==> src/rtl/player_motion_if.sv <==
// Cursor motion bundle between the VGA timing/button side and the renderer.
// The master drives vsync and the buttons; the slave (player_motion) returns the cursor coordinates.
interface player_motion_if;
  logic        vsync;
  logic [3:0]  p1_btn;
  logic [3:0]  p2_btn;
  logic [15:0] posx;
  logic [15:0] posy;
  logic [15:0] posx2;
  logic [15:0] posy2;
  logic        frame_tick;

  modport master (
    output vsync, p1_btn, p2_btn,
    input  posx, posy, posx2, posy2, frame_tick
  );

  modport slave (
    input  vsync, p1_btn, p2_btn,
    output posx, posy, posx2, posy2, frame_tick
  );
endinterface

==> src/rtl/player_motion.sv <==
// Two-player cursor motion: button sync, vsync frame detect, clamped once-per-frame moves with overlap blocking.
// Define PLAYER_MOTION_ACCEL_EN to enable the per-player hold counters that double the step.
module player_motion #(
  parameter int MAX_X  = 640,
  parameter int MAX_Y  = 480,
  parameter int CURSOR = 20,
  parameter int STEP   = 2,
  parameter int P1_X0  = 100,
  parameter int P1_Y0  = 100,
  parameter int P2_X0  = 500,
  parameter int P2_Y0  = 100
`ifdef PLAYER_MOTION_ACCEL_EN
  , parameter int ACCEL_FRAMES = 16
`endif
) (
  input  logic dclk,
  input  logic clr,
  player_motion_if.slave bus
);

  localparam logic signed [16:0] X_LIM = 17'(MAX_X - CURSOR);
  localparam logic signed [16:0] Y_LIM = 17'(MAX_Y - CURSOR);
  localparam logic signed [16:0] CUR   = 17'(CURSOR);

  logic [3:0]  r_p1_s1, r_p1_s2, r_p2_s1, r_p2_s2;
  logic        r_vs_d;
  logic        r_frame_tick;
  logic [15:0] r_posx, r_posy, r_posx2, r_posy2;

  logic [15:0] w_step1, w_step2;
  logic [15:0] w_cx1, w_cy1, w_cx2, w_cy2;
  logic signed [16:0] w_dx, w_dy, w_adx, w_ady;
  logic        w_overlap;

  // Signed 17-bit step then saturate, so a step past either edge can never wrap.
  function automatic logic [15:0] f_axis(
    input logic [15:0]        pos,
    input logic               dec,
    input logic               inc,
    input logic [15:0]        step,
    input logic signed [16:0] lim
  );
    logic signed [16:0] v;
    v = signed'({1'b0, pos});
    if (dec && !inc)
      v = v - signed'({1'b0, step});
    else if (inc && !dec)
      v = v + signed'({1'b0, step});
    if (v < 17'sd0)
      v = 17'sd0;
    else if (v > lim)
      v = lim;
    return v[15:0];
  endfunction

`ifdef PLAYER_MOTION_ACCEL_EN
  logic [4:0] r_hold1, r_hold2;

  always_ff @(posedge dclk or posedge clr) begin
    if (clr) begin
      r_hold1 <= '0;
      r_hold2 <= '0;
    end else if (r_frame_tick) begin
      r_hold1 <= (|r_p1_s2) ? ((r_hold1 == 5'd31) ? r_hold1 : r_hold1 + 5'd1) : 5'd0;
      r_hold2 <= (|r_p2_s2) ? ((r_hold2 == 5'd31) ? r_hold2 : r_hold2 + 5'd1) : 5'd0;
    end
  end

  // The count before this tick's increment decides the step, so frame ACCEL_FRAMES+1 is the first fast one.
  assign w_step1 = (r_hold1 >= 5'(ACCEL_FRAMES)) ? 16'(2 * STEP) : 16'(STEP);
  assign w_step2 = (r_hold2 >= 5'(ACCEL_FRAMES)) ? 16'(2 * STEP) : 16'(STEP);
`else
  assign w_step1 = 16'(STEP);
  assign w_step2 = 16'(STEP);
`endif

  // Button order {up,down,left,right}: up/left decrement, down/right increment.
  assign w_cx1 = f_axis(r_posx,  r_p1_s2[1], r_p1_s2[0], w_step1, X_LIM);
  assign w_cy1 = f_axis(r_posy,  r_p1_s2[3], r_p1_s2[2], w_step1, Y_LIM);
  assign w_cx2 = f_axis(r_posx2, r_p2_s2[1], r_p2_s2[0], w_step2, X_LIM);
  assign w_cy2 = f_axis(r_posy2, r_p2_s2[3], r_p2_s2[2], w_step2, Y_LIM);

  assign w_dx  = signed'({1'b0, w_cx1}) - signed'({1'b0, w_cx2});
  assign w_dy  = signed'({1'b0, w_cy1}) - signed'({1'b0, w_cy2});
  assign w_adx = (w_dx < 17'sd0) ? -w_dx : w_dx;
  assign w_ady = (w_dy < 17'sd0) ? -w_dy : w_dy;
  assign w_overlap = (w_adx < CUR) && (w_ady < CUR);

  always_ff @(posedge dclk or posedge clr) begin
    if (clr) begin
      r_p1_s1      <= '0;
      r_p1_s2      <= '0;
      r_p2_s1      <= '0;
      r_p2_s2      <= '0;
      r_vs_d       <= 1'b1;
      r_frame_tick <= 1'b0;
      r_posx       <= 16'(P1_X0);
      r_posy       <= 16'(P1_Y0);
      r_posx2      <= 16'(P2_X0);
      r_posy2      <= 16'(P2_Y0);
    end else begin
      r_p1_s1      <= bus.p1_btn;
      r_p1_s2      <= r_p1_s1;
      r_p2_s1      <= bus.p2_btn;
      r_p2_s2      <= r_p2_s1;
      r_vs_d       <= bus.vsync;
      r_frame_tick <= r_vs_d & ~bus.vsync;
      // An overlapping pair of candidates freezes both players for this frame.
      if (r_frame_tick && !w_overlap) begin
        r_posx  <= w_cx1;
        r_posy  <= w_cy1;
        r_posx2 <= w_cx2;
        r_posy2 <= w_cy2;
      end
    end
  end

  assign bus.posx       = r_posx;
  assign bus.posy       = r_posy;
  assign bus.posx2      = r_posx2;
  assign bus.posy2      = r_posy2;
  assign bus.frame_tick = r_frame_tick;

endmodule

==> src/flat_wrapper.sv <==
// flat-port wrapper written by rule: the top's interface ports become plain ports
module player_motion_flat 
#(
  parameter int MAX_X  = 640,
  parameter int MAX_Y  = 480,
  parameter int CURSOR = 20,
  parameter int STEP   = 2,
  parameter int P1_X0  = 100,
  parameter int P1_Y0  = 100,
  parameter int P2_X0  = 500,
  parameter int P2_Y0  = 100

)
  (dclk, clr, bus_vsync, bus_p1_btn, bus_p2_btn, bus_posx, bus_posy, bus_posx2, bus_posy2, bus_frame_tick);
  player_motion_if bus_i ();
  input  logic dclk;
  input  logic clr;
  input wire logic [$bits(bus_i.vsync)-1:0] bus_vsync;
  input wire logic [$bits(bus_i.p1_btn)-1:0] bus_p1_btn;
  input wire logic [$bits(bus_i.p2_btn)-1:0] bus_p2_btn;
  output wire logic [$bits(bus_i.posx)-1:0] bus_posx;
  output wire logic [$bits(bus_i.posy)-1:0] bus_posy;
  output wire logic [$bits(bus_i.posx2)-1:0] bus_posx2;
  output wire logic [$bits(bus_i.posy2)-1:0] bus_posy2;
  output wire logic [$bits(bus_i.frame_tick)-1:0] bus_frame_tick;
  assign bus_i.vsync = bus_vsync;
  assign bus_i.p1_btn = bus_p1_btn;
  assign bus_i.p2_btn = bus_p2_btn;
  assign bus_posx = bus_i.posx;
  assign bus_posy = bus_i.posy;
  assign bus_posx2 = bus_i.posx2;
  assign bus_posy2 = bus_i.posy2;
  assign bus_frame_tick = bus_i.frame_tick;
  player_motion #(.MAX_X(MAX_X), .MAX_Y(MAX_Y), .CURSOR(CURSOR), .STEP(STEP), .P1_X0(P1_X0), .P1_Y0(P1_Y0), .P2_X0(P2_X0), .P2_Y0(P2_Y0)) u_core (.dclk(dclk), .clr(clr), .bus(bus_i));
endmodule
==> config.mk <==
export PLATFORM = sky130hd
export DESIGN_NAME = player_motion_flat
export DESIGN_NICKNAME = d
export VERILOG_FILES = /design/src/rtl/player_motion_if.sv /design/src/rtl/player_motion.sv /design/src/flat_wrapper.sv
export SDC_FILE = /design/constraint.sdc
export NUM_CORES = 1
export LEC_CHECK = 0
export BUFFER_PORTS_ARGS = -buffer_cell sky130_fd_sc_hd__buf_2
export CORE_ASPECT_RATIO = 1.1
export CORE_MARGIN = 4
export CORE_UTILIZATION = 60
export CTS_BUF_LIST = sky130_fd_sc_hd__clkbuf_8
export CTS_CLUSTER_DIAMETER = 30
export DETAILED_ROUTE_END_ITERATION = 8
export PLACE_DENSITY = 0.81
export SLEW_MARGIN = 10
export SYNTH_ARGS = -nofsm -noshare
export SYNTH_HDL_FRONTEND = slang
export SYNTH_SLANG_ARGS = --single-unit
==> constraint.sdc <==
create_clock -name dclk -period 10.3 [get_ports dclk]
set_input_delay 2.06 -clock dclk [delete_from_list [all_inputs] [get_ports dclk]]
set_output_delay 2.06 -clock dclk [all_outputs]
set_load 0.05 [all_outputs]
# Word level (Yosys, flattened, before mapping)
# Cells that the tools add are included.
totals:
  elab_cells: 73
  in_bits: 11
  regBits: 82
  out_inout_bits: 65
op_classes:
  n_lt_le_gt_ge: 12
  n_addsub: 12
  n_reduce_logical: 19
  mux: 18
  n_bitwise: 2
ops:
  columns: ["op", "count"]
  rows:
  - ["$mux 17", 10]
  - ["$mux 16", 8]
  - ["$lt 17x1->1 const B", 6]
  - ["$add 16x2->17 const B", 4]
  - ["$sub 16x2->17 const B", 4]
  - ["$gt 17x10->1 const B", 2]
  - ["$gt 17x11->1 const B", 2]
  - ["$lt 17x6->1 const B", 2]
  - ["$neg 17->17", 2]
  - ["$sub 16x16->17", 2]
  - ["$logic_and 1x1->1", 10]
  - ["$logic_not 1->1", 9]
  - ["$and 1x1->1", 1]
  - ["$not 1->1", 1]

# Longest topological paths before layout
logic_depth:
  ltp_word: 14
  depth_mapped: 25
  depth_no_buf: 24

# Worst setup path after synthesis
# No wires, ideal clock.
synth_timing:
  path_kind: "register -> register"
  startpoint: "reg u_core.r_posy[3], in the netlist u_core.bus.posy[3]"
  endpoint: "reg u_core.r_posx[3], in the netlist u_core.bus.posx[3]"
  path_stages_with_launch: 22
  setup_time_ns: 0.128
  synth_period_minus_slack_ns: 6.560
  path_buffers: 1
  slack_ns: 3.740
  required_time_ns: 10.172
  arrival_ns: 6.433
  path_cell_list: "dfrtp_1 nor4b_2 and4_1 or4b_2 nand2_1 mux2i_1 a21oi_1 nor3b_1 and2_1 a21boi_0 ha_1 nor2b_1 o21a_1 or3_1 a211oi_2 o2111ai_2 or4_1 a22oi_2 o211ai_4 o21ai_4 buf_8 mux2_1"
synth_between:
  elab_chain_len: 13
  elab_cells_between_ends: 16
  cone_classes: "add/sub (4); order compare (4); mux (5); reduce/logical (3)"
synth_rtl:
  columns: ["item", "line_no", "text"]
  rows:
  - ["start, declared", "player_motion.sv:28", "logic [15:0] r_posx, r_posy, r_posx2, r_posy2;"]
  - ["start signal, assigned", "player_motion.sv:98", "r_posy <= 16'(P1_Y0);"]
  - ["start signal, assigned", "player_motion.sv:111", "r_posy <= w_cy1;"]
  - ["$add 16x2->17", "player_motion.sv:48", "v = v + signed'({1'b0, step});"]
  - ["$mux 17", "player_motion.sv:47", "else if (inc && !dec)"]
  - ["$mux 17 (*)", "player_motion.sv:45", "if (dec && !inc)"]
  - ["$gt 17x10->1", "player_motion.sv:51", "else if (v > lim)"]
  - ["$mux 16", "player_motion.sv:51", null]
  - ["$mux 16 (*)", "player_motion.sv:49", "if (v < 17'sd0)"]
  - ["named net u_core.w_cy1[1]", "player_motion.sv:31", "logic [15:0] w_cx1, w_cy1, w_cx2, w_cy2;"]
  - ["$sub 16x16->17 (*)", "player_motion.sv:84", "assign w_dy = signed'({1'b0, w_cy1}) - signed'({1'b0, w_cy2});"]
  - ["$neg 17->17 or $lt 17x1->1 (tied branches)", "player_motion.sv:86", "assign w_ady = (w_dy < 17'sd0) ? -w_dy : w_dy;"]
  - ["$mux 17 (*)", "player_motion.sv:86", null]
  - ["$lt 17x6->1 (*)", "player_motion.sv:87", "assign w_overlap = (w_adx < CUR) && (w_ady < CUR);"]
  - ["$logic_and 1x1->1 (*)", "player_motion.sv:87", null]
  - ["$logic_not 1->1 (*)", "player_motion.sv:109", "if (r_frame_tick && !w_overlap) begin"]
  - ["$logic_and 1x1->1 (*)", "player_motion.sv:109", null]
  - ["end signal, assigned", "player_motion.sv:97", "r_posx <= 16'(P1_X0);"]
  - ["end signal, assigned", "player_motion.sv:110", "r_posx <= w_cx1;"]
  - ["end, declared", "player_motion.sv:28", null]
# Mark *: on every way through the listed nets, which the timed path passes. The rest lies on a longest branch.
# A chain may end at the register's enable or synchronous reset.

# Final worst setup path
layout_timing:
  startpoint: "reg u_core.r_p1_s2[0]"
  endpoint: "reg u_core.r_posx[3], in the netlist u_core.bus.posx[3]"
layout_between:
  elab_chain_len: 13
  elab_cells_between_ends: 17
  cone_classes: "add/sub (2); order compare (4); mux (5); reduce/logical (6)"
layout_rtl:
  columns: ["item", "line_no", "text"]
  rows:
  - ["start, declared", "player_motion.sv:25", "logic [3:0] r_p1_s1, r_p1_s2, r_p2_s1, r_p2_s2;"]
  - ["start signal, assigned", "player_motion.sv:103", "r_p1_s2 <= r_p1_s1;"]
  - ["$logic_and 1x1->1 or $logic_not 1->1 (tied branches)", "player_motion.sv:47, player_motion.sv:45", null]
  - ["$mux 17 or $logic_and 1x1->1 (tied branches)", "player_motion.sv:47, player_motion.sv:45", null]
  - ["$mux 17 (*)", "player_motion.sv:45", null]
  - ["$gt 17x11->1", "player_motion.sv:51", null]
  - ["$mux 16", "player_motion.sv:51", null]
  - ["$mux 16 (*)", "player_motion.sv:49", null]
  - ["named net u_core.w_cx1[1]", "player_motion.sv:31", null]
  - ["$sub 16x16->17 (*)", "player_motion.sv:83", "assign w_dx = signed'({1'b0, w_cx1}) - signed'({1'b0, w_cx2});"]
  - ["$neg 17->17 or $lt 17x1->1 (tied branches)", "player_motion.sv:85", "assign w_adx = (w_dx < 17'sd0) ? -w_dx : w_dx;"]
  - ["$mux 17 (*)", "player_motion.sv:85", null]
  - ["$lt 17x6->1 (*)", "player_motion.sv:87", null]
  - ["$logic_and 1x1->1 (*)", "player_motion.sv:87", null]
  - ["$logic_not 1->1 (*)", "player_motion.sv:109", null]
  - ["$logic_and 1x1->1 (*)", "player_motion.sv:109", null]
# Marks and branches as above.

==> results_dict.tcl <==
set metrics [dict create \
    post_cts_buffers 0 \
    layout_min_cycle_time_ns 7.93 \
    ys_types 88 \
    hp-class "flop to flop" \
    layout_commonest_cell "nand2_1" \
    worstSkewPairLatency_ns 0.37 \
    layout_setup_ws_ns 2.37 \
    synth-edff-count 0 \
    gp_congestion 0.920 \
    end_kind "flop" \
    relSlewSlack_pct 24.4 \
    dr.pass1.iters 7 \
    fillerInstances 1087 \
    io_buffers 75 \
    synth_area_per_cell_um2 8.44 \
    ant_nets 0 \
    grt_pass1_vias 6559 \
    max_freq_mhz 126 \
    powerDensity_nw_per_um2 338 \
    outcome "finished clean" \
    die_x_um 115 \
    synthToLayoutAreaGrowth_pct 9.39 \
    startpoint_type "flop" \
    grt_overflow 0 \
    finalClockSkew_ns 0.0156 \
    track_usage_pct 25.2 \
    power_switching_uw 1520 \
    syn_area_um2 7620 \
    root_buffer "clkbuf_8" \
    crit_buf_inv 1 \
    crit_type "flop to flop" \
    syn_inst 903 \
    mostFrequentLayoutCells "nand2_1, buf_2, dfrtp_1, nor2_1, a21oi_1" \
    dieArea_um2 14600 \
    crit_required_ns 10.56 \
    met2_usage_pct 42.4 \
    ctsHoldBuffers 0 \
    drive_gt1_share_pct 15.0 \
    seqCellArea_um2 2070 \
    grtUsageMet1_pct 33.9 \
    p_seq_share_pct 18.1 \
    cts_tree "yes" \
    worst-path-max-fanout 38 \
    place_ws_ns 2.47 \
    yosysWarningCount 0 \
    numCtsBuffers 9 \
    cp_slowest_cell "o21ai_4" \
    viasPerCell 6.21 \
    multiInputGateArea_um2 5340 \
    power.share.combinational_pct 74.1 \
    layout.nets 1041 \
    tightest_slew_ns 1.13 \
    power_uw 2820 \
    worst_path_largest_cell_delay_ns 0.94 \
    top_usage_layer "met2" \
    initial_core_util_pct 62.2 \
    layout_worst_path_cycle_share_pct 77.0 \
    critical_path.top_delay_family "compound AO/OA/AOI/OAI gates" \
    path_cells "nor2b_1, nand4_1, o32ai_1, and3_1, a21oi_1, or4_1, a211oi_1, o21a_1, ha_1, nor2b_1, o21a_1, or3_1, a2111o_1, nor4b_2, a21oi_1, nor4b_1, o211ai_2, o21ai_4, buf_4, mux2_1" \
    core-area_um2 12200 \
    grt_max_degree 54 \
    clockBufferDepth 2 \
    p_clk_share_pct 7.8 \
    wl_per_cell_um 16.0 \
    use_met3_pct 3.93 \
    cts.sinks 82 \
    vias 7124 \
    rsz0062_at_grt "no" \
    synth-seq-cells 82 \
    synth-seq-area-share_pct 27.2 \
    setup_viol 0 \
    fp.dieH_um 126 \
    maxCapViolCount 0 \
    post-dp-hpwl_um 13800 \
    intPower_uw 1290 \
    maxSlewViolCount 0 \
    rows 42 \
    cts_resized 0 \
    cp.arrival_ns 8.19 \
    drcViolationCount 0 \
    antenna_found_initial 0 \
    diodes 0 \
    peakVddDrop_mv 0.209 \
    leakagePower_uw 0.00378 \
    wl_um 18300 \
    async_reset_ff_share_pct 100 \
    clkTransAtPathRegs_ns 0.09 \
    grt_pass1_wl_um 30600 \
    swShare_pct 54.0 \
    io-pin-count 76 \
    drt_iter0_drc 532 \
    finalSetupTns_ns 0 \
    hold_viol_final 0 \
    ys.flop_type "dfrtp_1" \
    htreeDepth 3 \
]
## sequential cells by signal, indices dropped and copies added, names as in the netlist
register	count
u_core.bus.posx2	16
u_core.r_p2_s2	4
u_core.bus.frame_tick	1
u_core.bus.posy	16
u_core.r_p2_s1	4
u_core.bus.posy2	16
u_core.r_vs_d	1
u_core.bus.posx	16
u_core.r_p1_s1	4
u_core.r_p1_s2	4
## worst register-to-register path, stage by stage, from the launching register on
cell and delay [ns]:
dfrtp_1 0.41, nor2b_1 0.52, nand4_1 0.25, o32ai_1 0.45
and3_1 0.22, a21oi_1 0.06, or4_1 0.59, a211oi_1 0.65
o21a_1 0.28, ha_1 0.24, nor2b_1 0.14, o21a_1 0.17
or3_1 0.37, a2111o_1 0.47, nor4b_2 0.42, a21oi_1 0.11
nor4b_1 0.42, o211ai_2 0.25, o21ai_4 0.95, buf_4 0.49
mux2_1 0.36
## metrics by stage
stage                     hold slack, ns  instances  util, %  cell area (um2)
after global placement             0.332       1131     66.6             8160
after CTS                          0.356       1147     68.1             8340
after global routing               0.363       1147     68.1             8340
after detailed placement           0.336       1131     66.6             8160
final                              0.353       1147     68.1             8340
after floorplan                    0.331        927        -             7710
## final timing paths
| kind | start | to | slack [ns] | cells after the start |
|---|---|---|---|---|
| min in group asynchronous | clr | u_core.bus.posx2[3] | 1.70 | 2 |
| setup / recovery | u_core.r_p1_s2[0] | u_core.bus.posx[3] | 2.37 | 20 |
| hold / removal | u_core.r_p2_s1[0] | u_core.r_p2_s2[0] | 0.35 | 0 |
| hold reg to reg | u_core.r_p2_s1[0] | u_core.r_p2_s2[0] | 0.35 | 0 |
| setup reg to reg | u_core.r_p1_s2[0] | u_core.bus.posx[3] | 2.37 | 20 |
| max in group asynchronous | clr | u_core.bus.posx[15] | 7.54 | 3 |
## cell type report
type / count / share of cell area, %
well taps: 154 / 2.31
multi-input cells: 775 / 64.1
repair buffers: 77 / 4.68
clock buffers: 9 / 1.49
inverters: 43 / 1.95
clock inverters: 7 / 0.645
flip-flops and latches: 82 / 24.9
## power groups by stage
stage | combinational [uW] | sequential [uW] | clock (uW)
after CTS | 2060 | 507 | 223
after global routing | 2280 | 525 | 235
final | 2090 | 511 | 218
after detailed placement | 2030 | 513 | 0
after global placement | 2010 | 511 | 0
after floorplan | 1520 | 650 | 0
## per-layer routing
metal | vias to the layer above | share of wire (%)
met3 | 19 | 5.7
met5 | - | 0
met1 | 3361 | 44
li1 | 3527 | -
met4 | 0 | 1.1
met2 | 217 | 49
## cells in the mapped netlist (19+ instances only)
library cell,n,area [um2]
o211ai_1,19,143
nor3_1,24,120
nor2_1,60,225
a21oi_1,45,225
nand2_1,76,285
o21ai_0,36,180
and3_1,19,119
dfrtp_1,66,1650
ha_1,40,500
mux2i_1,24,240
inv_1,42,158
clkbuf_1,20,75.1
xnor2_1,42,368
and2_1,41,257
nand3_1,35,175
## cells by family after synthesis
logic type | Yosys count | share of synthesized area, %
other cells | 2 | 0.0985
buf+inv | 70 | 3.91
xor+xnor | 57 | 6.55
simple gates | 370 | 26.1
flops | 82 | 27.2
mux | 42 | 6.45
fa+ha+maj | 42 | 7.09
compound gates | 238 | 22.6
Power figures use the tool's default switching activity.
